## config.mk

```make
export PLATFORM = sky130hd
export DESIGN_NAME = uart_tx
export DESIGN_NICKNAME = d
export VERILOG_FILES = /design/src/rtl/uart_tx.sv
export SDC_FILE = /design/constraint.sdc
export NUM_CORES = 1
export LEC_CHECK = 0
export CAP_MARGIN = 30
export CORE_MARGIN = 1.5
export CORE_UTILIZATION = 35
export CTS_CLUSTER_DIAMETER = 150
export CTS_CLUSTER_SIZE = 20
export DETAILED_ROUTE_END_ITERATION = 16
export SLEW_MARGIN = 30
export SYNTH_ARGS = -nofsm -noshare
export SYNTH_HDL_FRONTEND = slang
export SYNTH_SLANG_ARGS = --single-unit
```

## constraint.sdc

```tcl
create_clock -name bclkx8 -period 4.1 [get_ports bclkx8]
set_input_delay 0.615 -clock bclkx8 [delete_from_list [all_inputs] [get_ports bclkx8]]
set_output_delay 0.615 -clock bclkx8 [all_outputs]
set_load 0.005 [all_outputs]
```

## src/rtl/uart_tx.sv

```systemverilog
// UART transmitter on the x8 bit clock: TDR/TSR double buffer,
// start, LSB-first data, optional parity and 1-2 stop bits.
module uart_tx #(
    parameter int data_bits  = 8,
    parameter int PARITY_EN  = 0,
    parameter int PARITY_ODD = 0,
    parameter int STOP_BITS  = 1
) (
    input  logic                 bclkx8,
    input  logic                 rst,
    input  logic                 tdr_wr,
    input  logic [data_bits-1:0] din,
    output logic                 txd,
    output logic                 tdre,
    output logic                 busy,
    output logic                 tx_done
);

    typedef enum logic [2:0] {
        IDLE,
        START,
        DATA,
        PARITY,
        STOP
    } state_t;

    localparam logic [3:0] LAST_BIT  = 4'(data_bits - 1);
    localparam logic [3:0] LAST_STOP = 4'(STOP_BITS - 1);
    localparam logic       ODD       = 1'(PARITY_ODD);

    state_t               state, state_n;
    logic [2:0]           ct1, ct1_n;
    logic [3:0]           ct2, ct2_n;
    logic [data_bits-1:0] tdr, tdr_n;
    logic [data_bits-1:0] tsr, tsr_n;
    logic                 par, par_n;
    logic                 tdre_n, txd_n, done_n;
    logic                 last_tick;
    logic                 xfer;

    assign last_tick = (ct1 == 3'd7);

    always_comb begin
        state_n = state;
        ct1_n   = ct1 + 3'd1;
        ct2_n   = ct2;
        tsr_n   = tsr;
        par_n   = par;
        tdr_n   = tdr;
        tdre_n  = tdre;
        xfer    = 1'b0;

        unique case (state)
            IDLE: begin
                ct1_n = 3'd0;
            end
            START: begin
                if (last_tick) state_n = DATA;
            end
            DATA: begin
                if (last_tick) begin
                    tsr_n = tsr >> 1;
                    par_n = par ^ tsr[0];
                    ct2_n = ct2 + 4'd1;
                    if (ct2 == LAST_BIT) begin
                        ct2_n   = 4'd0;
                        state_n = (PARITY_EN != 0) ? PARITY : STOP;
                    end
                end
            end
            PARITY: begin
                if (last_tick) begin
                    ct2_n   = 4'd0;
                    state_n = STOP;
                end
            end
            STOP: begin
                if (last_tick) begin
                    if (ct2 == LAST_STOP) state_n = IDLE;
                    else ct2_n = ct2 + 4'd1;
                end
            end
            default: state_n = IDLE;
        endcase

        // A pending word starts right after the last stop tick: no idle gap.
        if (!tdre && (state == IDLE ||
            (state == STOP && last_tick && ct2 == LAST_STOP))) begin
            xfer = 1'b1;
        end

        if (xfer) begin
            tsr_n   = tdr;
            state_n = START;
            ct1_n   = 3'd0;
            ct2_n   = 4'd0;
            par_n   = 1'b0;
            tdre_n  = 1'b1;
        end else if (tdr_wr && tdre) begin
            tdr_n  = din;
            tdre_n = 1'b0;
        end

        unique case (state_n)
            START:   txd_n = 1'b0;
            DATA:    txd_n = tsr_n[0];
            PARITY:  txd_n = par_n ^ ODD;
            default: txd_n = 1'b1;
        endcase

        done_n = (state_n == STOP) && (ct1_n == 3'd7) &&
                 (ct2_n == LAST_STOP);
    end

    always_ff @(posedge bclkx8) begin
        if (rst) begin
            state   <= IDLE;
            ct1     <= 3'd0;
            ct2     <= 4'd0;
            par     <= 1'b0;
            tdre    <= 1'b1;
            txd     <= 1'b1;
            busy    <= 1'b0;
            tx_done <= 1'b0;
        end else begin
            state   <= state_n;
            ct1     <= ct1_n;
            ct2     <= ct2_n;
            par     <= par_n;
            tdre    <= tdre_n;
            txd     <= txd_n;
            busy    <= (state_n != IDLE);
            tx_done <= done_n;
        end
    end

    always_ff @(posedge bclkx8) begin
        tdr <= tdr_n;
        tsr <= tsr_n;
    end

endmodule
```

==> results.sh <==
export IMPL_syn_area_per_cell_um2=11.3
export IMPL_path_buf_inv=1
export IMPL_num_rows=23
export IMPL_postRouteAntennaNets=0
export IMPL_holdBufCountCts=0
export IMPL_async_flop_share_pct=0
export IMPL_fp_dieH_um=67.0
export IMPL_post_cts_repair_setup_buffers=0
export IMPL_cpPeakStageDelay_ps=530
export IMPL_post_synth_top_count_cell="dfxtp_1"
export IMPL_cts_max_path_buffers=2
export IMPL_cts_root_buf="clkbuf_8"
export IMPL_run_status="finished clean"
export IMPL_grt_first_pass_wirelength_mm=4.64
export IMPL_grt_overflow=0
export IMPL_postSynthCellCount=127
export IMPL_worst_pin_slew_ps=728
export IMPL_dp_hpwl_mm=1.98
export IMPL_grt_pass1_vias=974
export IMPL_drc=0
export IMPL_finalSetupTns_ps=0
export IMPL_antenna_found_initial=0
export IMPL_clkPwrFrac_pct=41.9
export IMPL_path_clk_slew_ps=70
export IMPL_synth_seq_area_share_pct=53.8
export IMPL_synth_simple_area_share_pct=18.0
export IMPL_syn_area_um2=1430
export IMPL_worst_setup_path_end_kind="flip-flop"
export IMPL_gp_congestion=0.831
export IMPL_fin_crit_sh_pct=59.5
export IMPL_cap_violations=0
export IMPL_leakage_uw=0.000624
export IMPL_synth_seq_cells=31
export IMPL_ioPinCount=15
export IMPL_synth_distinct_cells=48
export IMPL_r2r_cells=7
export IMPL_netlist_top_cells_count="16 x dfxtp_1, 15 x edfxtp_1, 13 x nor2_1, 7 x a22o_1"
export IMPL_synth_top_cell_by_area="edfxtp_1"
export IMPL_synth_compound_area_share_pct=18.7
export IMPL_synth_nets=143
export IMPL_num_vias=1034
export IMPL_yosys_mux_area_fraction_pct=0.785
export IMPL_grt_setup_unrepaired="no"
export IMPL_clk_latency_ps=270
export IMPL_crit_required_ps=4260
export IMPL_grt_use_total_pct=14.4
export IMPL_setup_viol=0
export IMPL_sequentialPowerShare_pct=51.1
export IMPL_critPathMaxFanout=15
export IMPL_critPathKind="flip-flop to flip-flop"
export IMPL_crit_chain="inv_1, ha_1, or3b_4, o21a_4, nor4_4, nor2_1, a2111o_1"
export IMPL_netSwitchingFraction_pct=20.2
export IMPL_clock_skew_ps=5.92
export IMPL_fmax_ghz=0.410
export IMPL_holdWs_ps=467
export IMPL_synth_area_leaders="edfxtp_1 31%, dfxtp_1 22%, ha_1 4.4%, a22o_1 4.3%, nor2_1 3.4%"
export IMPL_pwr_share_comb_pct=7.0
export IMPL_cts_resized=0
export IMPL_n_antenna_cell=0
export IMPL_cts_buffers=5
export IMPL_die_width_um=67.0
export IMPL_dieArea_um2=4490
export IMPL_synth_top_flop_cell="dfxtp_1"
export IMPL_htreeDepth=2
export IMPL_final_core_util_pct=43.3
export IMPL_drv_slew=0
export IMPL_cts_sinks=31
export IMPL_synth_top_family_by_area="compound AO/OA/AOI/OAI gates"
export IMPL_cp_depth=7
export IMPL_synth_xor_xnor_area_share_pct=1.22
export IMPL_grt_max_degree=16
export IMPL_synthToLayoutAreaGrowth_pct=19.9
export IMPL_layout_min_cycle_time_ps=2440
export IMPL_drive_gt1_share_pct=8.33
export IMPL_intPower_uw=552
export IMPL_crit_family="simple AND/OR/NAND/NOR gates"
export IMPL_worstPathArrival_ps=2600
export IMPL_cts_tree="built"
export IMPL_wl_per_cell_um=14.0
export IMPL_drt_wl_total_mm=2.72
export IMPL_finalHoldViolations=0
export IMPL_synthAdderAreaFrac_pct=4.36
export IMPL_net_switching_power_uw=140
export IMPL_nets=159
export IMPL_fill_cells=374
export IMPL_maxSlewHeadroom_pct=51.3
export IMPL_yosysWarnings=0
export IMPL_hp_class="flip-flop to flip-flop"
export IMPL_first_pass_iters=4
export IMPL_vias_per_cell=5.33
export IMPL_cp_slowest_cell="nor4_4"
export IMPL_core_area_um2=3970
export IMPL_cp_start_kind="flip-flop"
export IMPL_initial_utilization_pct=36.1
export IMPL_ir_drop_uv=204
export IMPL_synth_top_area_share_pct=31.4
export IMPL_cellPowerDensity_nw_per_um2=403
export IMPL_min_path_cells=1
export IMPL_drtIter0Drc=69
export IMPL_synth_edf_count=15
export IMPL_io_buffers=14
==> cell usage in the layout (no fill, tap or decap), types with 2 or more instances in the layout <==
cell              n
dfxtp_1          16
edfxtp_1         15
clkdlybuf4s50_1  14
nor2_1           13
a22o_1            7
inv_1             6
a21oi_1           6
ha_1              5
clkbuf_8          5
and2_1            4
nor3b_1           4
nor2b_1           4
a211oi_1          3
nand2_1           3
nand2b_1          2
and3_1            2
clkbuf_1          2
==> worst register-to-register path, cell delays in order, from the launching register on <==
cell	delay (ps)
dfxtp_1	360
inv_1	90
ha_1	130
or3b_4	410
o21a_4	230
nor4_4	530
nor2_1	190
a2111o_1	400
==> final cells by class <==
type | count | area, µm² | share of cell area (%)
inverters | 6 | 22.5 | 1.31
repair buffers | 14 | 140 | 8.15
flip-flops and latches | 31 | 771 | 44.8
clock buffers | 7 | 76.3 | 4.44
clock inverters | 1 | 30.0 | 1.75
multi-input cells | 85 | 617 | 35.9
well taps | 50 | 62.6 | 3.64
==> metal layers <==
layer | share of wire (%) | global-route usage [%] | wire length [µm]
met5 | 0 | 0 | 0
met4 | 1.3 | 5.36 | 36
met3 | 4.2 | 5.57 | 115
met2 | 51 | 23.4 | 1400
met1 | 43 | 17.0 | 1170
==> cells by family (layout without fill, tap and decap cells) <==
logic type / Yosys count / count (layout)
simple gates: 43 / 43
mux: 1 / 1
buf+inv: 11 / 28
flops: 31 / 31
fa+ha+maj: 5 / 5
xor+xnor: 2 / 2
compound gates: 34 / 34
==> sequential cells by signal (all words and copies together) (netlist names), 3 cells and up <==
name	count
ct1	3
tdr	8
ct2	4
tsr	8
state	3
==> stage by stage <==
stage	power, µW	worst slack [ps]	std cells	instance area [µm²]
3_3_place_gp	408	1750	186	1610
4_1_cts	697	1670	194	1720
5_1_grt	722	1500	194	1720
6_report	692	1660	194	1720
3_5_place_dp	409	1670	186	1610
2_1_floorplan	387	2170	127	1430
==> worst paths after layout <==
check               startpoint                 to  slack [ps]
max          ct2[0]$_SDFF_PP0_     txd$_SDFF_PP1_        1660
min          ct1[0]$_SDFF_PP0_  ct1[0]$_SDFF_PP0_         470
max reg2reg  ct2[0]$_SDFF_PP0_     txd$_SDFF_PP1_        1660
min reg2reg  ct1[0]$_SDFF_PP0_  ct1[0]$_SDFF_PP0_         470
==> power groups by stage <==
stage	logic [µW]	registers [µW]	clock network, µW
2_1_floorplan	30.4	356	0
3_3_place_gp	47.5	361	0
3_5_place_dp	49.0	360	0
4_1_cts	48.9	354	294
5_1_grt	53.8	356	313
6_report	48.3	354	290
(Power assumes the default switching activity.)
